File: src/rtl/mem_stage.sv
// Memory-access stage of the RV32I pipeline: issues loads/stores over req/gnt/rvalid,
// aligns store data, extracts load data, and owns the MEM/WB pipeline register.
module mem_stage #(
  parameter int DATA_WIDTH = 32,
  parameter int ADDR_WIDTH = 5
) (
  input  logic                  clk,
  input  logic                  rst,
  input  logic                  in_valid_i,
  output logic                  in_ready_o,
  input  logic [DATA_WIDTH-1:0] alu_result_i,
  input  logic                  mem_we_i,
  input  logic                  wdata_mux_i,
  input  logic [2:0]            mem_size_i,
  input  logic [DATA_WIDTH-1:0] mem_wdata_i,
  input  logic                  reg_we_i,
  input  logic [ADDR_WIDTH-1:0] dest_reg_i,
  output logic                  dmem_req_o,
  input  logic                  dmem_gnt_i,
  output logic [DATA_WIDTH-1:0] dmem_addr_o,
  output logic                  dmem_we_o,
  output logic [3:0]            dmem_be_o,
  output logic [DATA_WIDTH-1:0] dmem_wdata_o,
  input  logic                  dmem_rvalid_i,
  input  logic [DATA_WIDTH-1:0] dmem_rdata_i,
  output logic                  wb_valid_o,
  output logic                  wb_reg_we_o,
  output logic [ADDR_WIDTH-1:0] wb_dest_reg_o,
  output logic [DATA_WIDTH-1:0] wb_wdata_o,
  output logic                  misaligned_o
);

  typedef enum logic {IDLE = 1'b0, WAIT_RVALID = 1'b1} state_t;

  state_t                  r_state;
  logic [1:0]              r_off;
  logic [2:0]              r_size;
  logic                    r_reg_we;
  logic [ADDR_WIDTH-1:0]   r_dest;
  logic                    r_wb_valid;
  logic                    r_wb_reg_we;
  logic [ADDR_WIDTH-1:0]   r_wb_dest;
  logic [DATA_WIDTH-1:0]   r_wb_wdata;
  logic                    r_misaligned;

  logic                    w_mem_op;
  logic                    w_load;
  logic [1:0]              w_off;
  logic                    w_misaligned;
  logic                    w_req;
  logic                    w_ready;
  logic                    w_accept;
  logic [3:0]              w_be;
  logic [DATA_WIDTH-1:0]   w_st_data;

  // Shift the addressed lane down to bit 0 and sign/zero-extend by funct3.
  function automatic logic [31:0] load_extract(input logic [31:0] word,
                                               input logic [1:0] off,
                                               input logic [2:0] size);
    logic [31:0] s;
    s = word >> {off, 3'b000};
    case (size)
      3'b000:  load_extract = {{24{s[7]}}, s[7:0]};
      3'b100:  load_extract = {24'h000000, s[7:0]};
      3'b001:  load_extract = {{16{s[15]}}, s[15:0]};
      3'b101:  load_extract = {16'h0000, s[15:0]};
      default: load_extract = s;
    endcase
  endfunction

  assign w_mem_op = mem_we_i | wdata_mux_i;
  assign w_load   = wdata_mux_i & ~mem_we_i;
  assign w_off    = alu_result_i[1:0];

  // Alignment check and store lane/data steering from the access size.
  always_comb begin
    w_misaligned = 1'b0;
    w_be         = 4'b1111;
    w_st_data    = mem_wdata_i;
    case (mem_size_i[1:0])
      2'b00: begin
        w_be      = 4'b0001 << w_off;
        w_st_data = {4{mem_wdata_i[7:0]}};
      end
      2'b01: begin
        w_misaligned = w_mem_op & w_off[0];
        w_be         = 4'b0011 << w_off;
        w_st_data    = {2{mem_wdata_i[15:0]}};
      end
      default: begin
        w_misaligned = w_mem_op & (w_off != 2'b00);
        w_be         = 4'b1111;
        w_st_data    = mem_wdata_i;
      end
    endcase
  end

  assign w_req = ~rst & (r_state == IDLE) & in_valid_i & w_mem_op & ~w_misaligned;

  // Instruction is consumed when no memory wait is pending for it.
  always_comb begin
    w_ready = 1'b0;
    case (r_state)
      IDLE:        w_ready = ~w_mem_op | w_misaligned | (w_req & mem_we_i & dmem_gnt_i);
      WAIT_RVALID: w_ready = dmem_rvalid_i;
      default:     w_ready = 1'b0;
    endcase
  end

  assign w_accept     = in_valid_i & w_ready;
  assign in_ready_o   = w_ready;
  assign dmem_req_o   = w_req;
  assign dmem_addr_o  = {alu_result_i[31:2], 2'b00};
  assign dmem_we_o    = mem_we_i;
  assign dmem_be_o    = mem_we_i ? w_be : 4'b1111;
  assign dmem_wdata_o = w_st_data;

  // Access FSM and MEM/WB register; data fields hold while stalled.
  always_ff @(posedge clk) begin
    if (rst) begin
      r_state      <= IDLE;
      r_off        <= 2'b00;
      r_size       <= 3'b000;
      r_reg_we     <= 1'b0;
      r_dest       <= '0;
      r_wb_valid   <= 1'b0;
      r_wb_reg_we  <= 1'b0;
      r_wb_dest    <= '0;
      r_wb_wdata   <= '0;
      r_misaligned <= 1'b0;
    end else begin
      r_wb_valid   <= w_accept;
      r_misaligned <= w_accept & (r_state == IDLE) & w_misaligned;
      case (r_state)
        IDLE: begin
          if (w_req & w_load & dmem_gnt_i) begin
            r_off    <= w_off;
            r_size   <= mem_size_i;
            r_reg_we <= reg_we_i;
            r_dest   <= dest_reg_i;
            r_state  <= WAIT_RVALID;
          end else begin
            r_state  <= IDLE;
          end
          if (w_accept) begin
            r_wb_reg_we <= reg_we_i & ~w_misaligned;
            r_wb_dest   <= dest_reg_i;
            r_wb_wdata  <= alu_result_i;
          end else begin
            r_wb_reg_we <= r_wb_reg_we;
          end
        end
        WAIT_RVALID: begin
          if (dmem_rvalid_i) begin
            r_wb_reg_we <= r_reg_we;
            r_wb_dest   <= r_dest;
            r_wb_wdata  <= load_extract(dmem_rdata_i, r_off, r_size);
            r_state     <= IDLE;
          end else begin
            r_state     <= WAIT_RVALID;
          end
        end
        default: r_state <= IDLE;
      endcase
    end
  end

  assign wb_valid_o    = r_wb_valid;
  assign wb_reg_we_o   = r_wb_reg_we;
  assign wb_dest_reg_o = r_wb_dest;
  assign wb_wdata_o    = r_wb_wdata;
  assign misaligned_o  = r_misaligned;

endmodule

File: config.mk
export PLATFORM = sky130hd
export DESIGN_NAME = mem_stage
export DESIGN_NICKNAME = d
export VERILOG_FILES = /design/src/rtl/mem_stage.sv
export SDC_FILE = /design/constraint.sdc
export NUM_CORES = 1
export LEC_CHECK = 0
export ABC_AREA = 1
export CAP_MARGIN = 20
export CORE_ASPECT_RATIO = 1.1
export CORE_UTILIZATION = 40
export DETAILED_ROUTE_END_ITERATION = 8
export MAX_ROUTING_LAYER = met4
export PLACE_DENSITY = 0.87
export SYNTH_ARGS = -nofsm -noshare
export SYNTH_HDL_FRONTEND = slang
export SYNTH_SLANG_ARGS = --single-unit
File: constraint.sdc
create_clock -name clk -period 1.65 [get_ports clk]
set_clock_uncertainty 0.1 [all_clocks]
set_input_delay 0.33 -clock clk [delete_from_list [all_inputs] [get_ports clk]]
set_output_delay 0.33 -clock clk [all_outputs]
set_load 0.01 [all_outputs]
== Yosys cells after proc, flatten, opt, wreduce, memory -nomap -nowiden ==
Index checks and enable logic that the tools add are counted.

* Output and inout port bits: 111
* Flip-flop bits (word level): 52
* Bits of input ports: 112

* Multiplexer cells: 18
* Reduce and logical (&&, ||, !) cells: 5
* Shifts and indexed selects: 3
* Bitwise logic cells: 23
* Eq/ne operators: 6

{| class="wikitable"
|+ Operators with widths
! kind !! number
|-
| $pmux W32 S2 || 2
|-
| $pmux W32 S4 || 1
|-
| $mux W32 || 2
|-
| $shr A32 B5 Y32 || 1
|-
| $and A1 B1 Y1 || 15
|-
| $mux W5 || 2
|-
| $pmux W5 S2 || 1
|-
| $pmux W1 S2 || 4
|-
| $pmux W4 S2 || 1
|-
| $eq A3 B3 Y1 const B || 2
|-
| $not A1 Y1 || 5
|-
| $mux W1 || 4
|-
| $mux W4 || 1
|-
| $ne A2 B2 Y1 const B || 2
|-
| $reduce_and A2 Y1 || 2
|-
| $shl A1 B2 Y4 const A || 1
|-
| $shl A2 B2 Y4 const A || 1
|-
| $eq A3 B1 Y1 const B || 1
|-
| $logic_not A3 Y1 || 1
|-
| $or A1 B1 Y1 || 3
|-
| $eq A2 B1 Y1 const B || 1
|-
| $logic_not A2 Y1 || 1
|-
| $reduce_bool A2 Y1 || 1
|}

== Logic depth before layout (Yosys ltp) ==
* Word-level depth: 12
* Gate-level depth with buffers: 14
* Gate-level depth less buffers: 11

== Worst setup path after synthesis ==
OpenSTA, ideal clock, no wires.

* Path kind: input port to output port
* Start point: input port mem_size_i[1]
* End point: output port dmem_req_o
* Path buffers: 2
* Required time: 1.220 ns
* Arrival: 1.125 ns
* Cell stages on the path: 9
* Setup slack: 0.095 ns
* Cells stage by stage: buf_6 inv_6 nand2_4 nand2_2 nand2_2 nand2_4 nand2_1 nor2_2 buf_2

* Word-level cells in the longest chain between the ends: 4

{| class="wikitable"
|+ Ends and longest elaborated chain
! item !! line !! RTL
|-
| from (decl) || 14 || <nowiki>input logic [2:0] mem_size_i,</nowiki>
|-
| $eq A2 B1 Y1 or $logic_not A2 Y1 (tied branches) || 80 || <nowiki>case (mem_size_i[1:0])</nowiki>
|-
| $pmux W1 S2 (*) || 80 ||
|-
| $not A1 Y1 (*) || 98 || <nowiki>assign w_req = ~rst & (r_state == IDLE) & in_valid_i & w_mem_op & ~w_misaligned;</nowiki>
|-
| $and A1 B1 Y1 (*) || 98 ||
|-
| to (decl) || 18 || <nowiki>output logic dmem_req_o,</nowiki>
|}

Every way passes the cells marked *; elsewhere a longest branch is shown, timed or not.

== Final worst setup path ==
* Start point: input port mem_size_i[0]
* End point: output port dmem_wdata_o[28]

* Word-level cells in the longest chain between the ends: 2

{| class="wikitable"
|+ Ends and longest elaborated chain
! item !! line !! RTL
|-
| $eq A2 B1 Y1 or $logic_not A2 Y1 (tied branches) || 80 ||
|-
| $pmux W32 S2 (*) || 80 ||
|-
| to (decl) || 23 || <nowiki>output logic [DATA_WIDTH-1:0] dmem_wdata_o,</nowiki>
|}

Marked as above.

==> results.txt <==
Die height -> 108.0 um
Mapped Avg Cell Area -> 5.934 um2
Reg2reg end -> wb_wdata_o[3]$_SDFFE_PP0P_
Vias -> 5,463
Top-level I/O count -> 223
Area leader, netlist -> dfxtp_1
Crit path launch type -> primary input
Yosys warns -> 0
Pwr/cell area -> 513.3 mW/mm2
Vias in the first global route -> 5,038
Status -> finished, violations left
Hold Fails Final Rpt -> 0
CTS buffer count -> 5
Vias per cell -> 5.134
Gr usage total -> 0.2864
Clock-pin slew on the worst setup and hold paths -> 0.09 ns
DRC -> 14
CTS tree -> built
Synth cell types -> 30
Starting Density -> 0.4128
Initial DRC Count -> 318
GPL Wtd Cong -> 0.9026
Post-Synthesis Cells -> 688
Longest Clk Path Bufs -> 2
Yosys reg bits -> 52
Filler cells -> 726
Final nets -> 1,054
Largest net degree at the start of global routing -> 50
CP arrival -> 1.28 ns
Die area -> 0.01062 mm2
Total power -> 3721 uW
Root Buffer -> clkbuf_8
Area grow syn2layout -> 77.57%
H-tree Lvls -> 2
R2R cell count -> 8
Top cells by area, synth -> dfxtp_1, nand2_1, buf_4, nor2_1, nand3_1
Final setup margin -> -0.05606 ns
Critical Path RT -> 1.22 ns
Hold Crit Class -> primary input to flip-flop
Max-cap violations -> 0
Proportion of synthesized chip area in sequential cells -> 0.2550
Failing checks -> design-rule violations, negative setup slack
F_max -> 586.1 MHz
Leakage power -> 0.004002 uW
Dpl hpwl -> 11.24 mm
Initial antenna violation count -> 1
Most frequent cells in the layout -> nand2_1, clkdlybuf4s50_1, buf_4
Crit end category -> primary output
Site row count -> 38
Slack of the worst reg-to-reg path -> 0.04 ns
CTS Sinks -> 52
Slew Limit Fails -> 0
Mapped Area -> 0.004083 mm2
Core ar. -> 0.009889 mm2
Worst r2r src -> r_state$_SDFF_PP0_
Minimum clock period -> 1.706 ns
Peak VDD IR -> 0.4368 mV
Worst Hold End -> r_size[0]$_SDFFE_PP0P_
Commonest non-fill, non-tap cell in the layout -> nand2_1
Drt pass-1 iters -> 7
Critical path type -> primary input to primary output
Final wirelength -> 15.99 mm
Total gr overflow -> 0
Worst Hold Path Cells -> 4
Endpoints failing setup -> 5
Post-DRT Antenna Nets -> 0
Die Span X -> 98.33 um
Final period utilization -> 1.034
Post-layout util -> 0.7330
Unrepaired setup endpoints after global routing -> yes
First-pass GRT wire length -> 23.38 mm
WL/cell -> 15.02 um
CP Max Fanout -> 4
Insertion delay of the later-clocked pin in the worst-skew pair -> 0.32 ns
Port bufs -> 220
Hold_buf cts -> 0
Synth top area share -> 0.2550
Hold Path Origin -> mem_size_i[0]
Layout cells sized above 1 -> 0.2513
## registers in the layout, summed over array words and instances (netlist names)
signal and cells:
misaligned_o 1, wb_valid_o 1, wb_wdata_o 32, wb_dest_reg_o 5, r_dest 5, r_off 2, r_reg_we 1, wb_reg_we_o 1
r_state 1, r_size 3
## critical path, cell delays in order
cell and delay (ns):
buf_8 0.10, buf_6 0.12, nand2_8 0.08, clkinvlp_4 0.16
buf_6 0.16, buf_6 0.10, nand2_2 0.05, nand3_2 0.06
buf_6 0.12
## stage by stage
step                      TNS [ns]  hold WS (ns)  cell area, um2  setup WS (ns)  instances
after floorplan                  0        0.2991            4086        0.09539        689
after global placement      -52.04        0.3454            6658        -0.7667       1037
after detailed placement    -56.91        0.3517            6658        -0.8351       1037
after CTS                 -0.09395        0.3442            6850       -0.05196       1057
after global routing       -0.5357        0.3749            7249        -0.1030       1064
final                      -0.1376        0.3649            7249       -0.05606       1064
## logic make-up (layout without fill, tap and decap cells)
group	count (synthesis)	count (layout)	share of synthesized area
other cells	1	3	0.0009185
buf+inv	129	383	0.1768
flops	52	52	0.2550
compound gates	87	87	0.1152
simple gates	419	419	0.4520
## how the worst max path moves through the flow
stage                             start          endpoint  depth (start not counted)
after global placement    mem_size_i[0]      dmem_be_o[1]                          7
after detailed placement  mem_size_i[0]      dmem_be_o[1]                          7
after CTS                 mem_size_i[1]      dmem_be_o[1]                          9
final                     mem_size_i[0]  dmem_wdata_o[28]                          9
after floorplan           mem_size_i[1]        dmem_req_o                          9
after global routing      mem_size_i[1]      dmem_be_o[1]                          9
## repair_timing
item | in CTS | in global routing
setup buffers | 11 | 4
setup endpoints to repair | 126 | 102
cloned | 1 | 4
pin swaps | 14 | 20
resized for setup | 200 | 114
## layout make-up
type                       instances  area (um2)  area share
tap                              120       150.1     0.02071
clock buffer                       5       68.82    0.009493
antenna                            1       2.502   0.0003452
sequential                        52        1049      0.1446
timing repair buffer             327        3219      0.4441
clock inverter                     3       21.27    0.002934
inverter                          48       191.4     0.02641
multi-input combinational        508        2547      0.3514
## cells in the mapped netlist, drive strengths merged
cell and n:
nand3b 22, nor2 82, o22ai 5, buf 62, a21oi 34, and2 1
nand2 245, a31oi 3, nand3 42, nand4 1, clkbuf 19, o21ai 35
o211ai 10, nor4 1, dfxtp 52, inv 47, or2 25, clkinv 1
conb 1
## power by group
part	internal [uW]	total (uW)	switching, uW
registers	1340	1380	39.8
logic	854	1560	703
clock network	303	781	478
total	2500	3720	1220
## per-layer routing
layer / vias to the layer above / wire [um] / global-route usage / part of all wire
met2: 295 / 8366 / 0.5448 / 0.52
met4: 0 / 743 / 0.1290 / 0.046
li1: 2639 / - / - / -
met3: 66 / 1269 / 0.04977 / 0.079
met1: 2463 / 5606 / 0.2865 / 0.35
met5: - / 0 / - / 0
(Power assumes the default switching activity.)
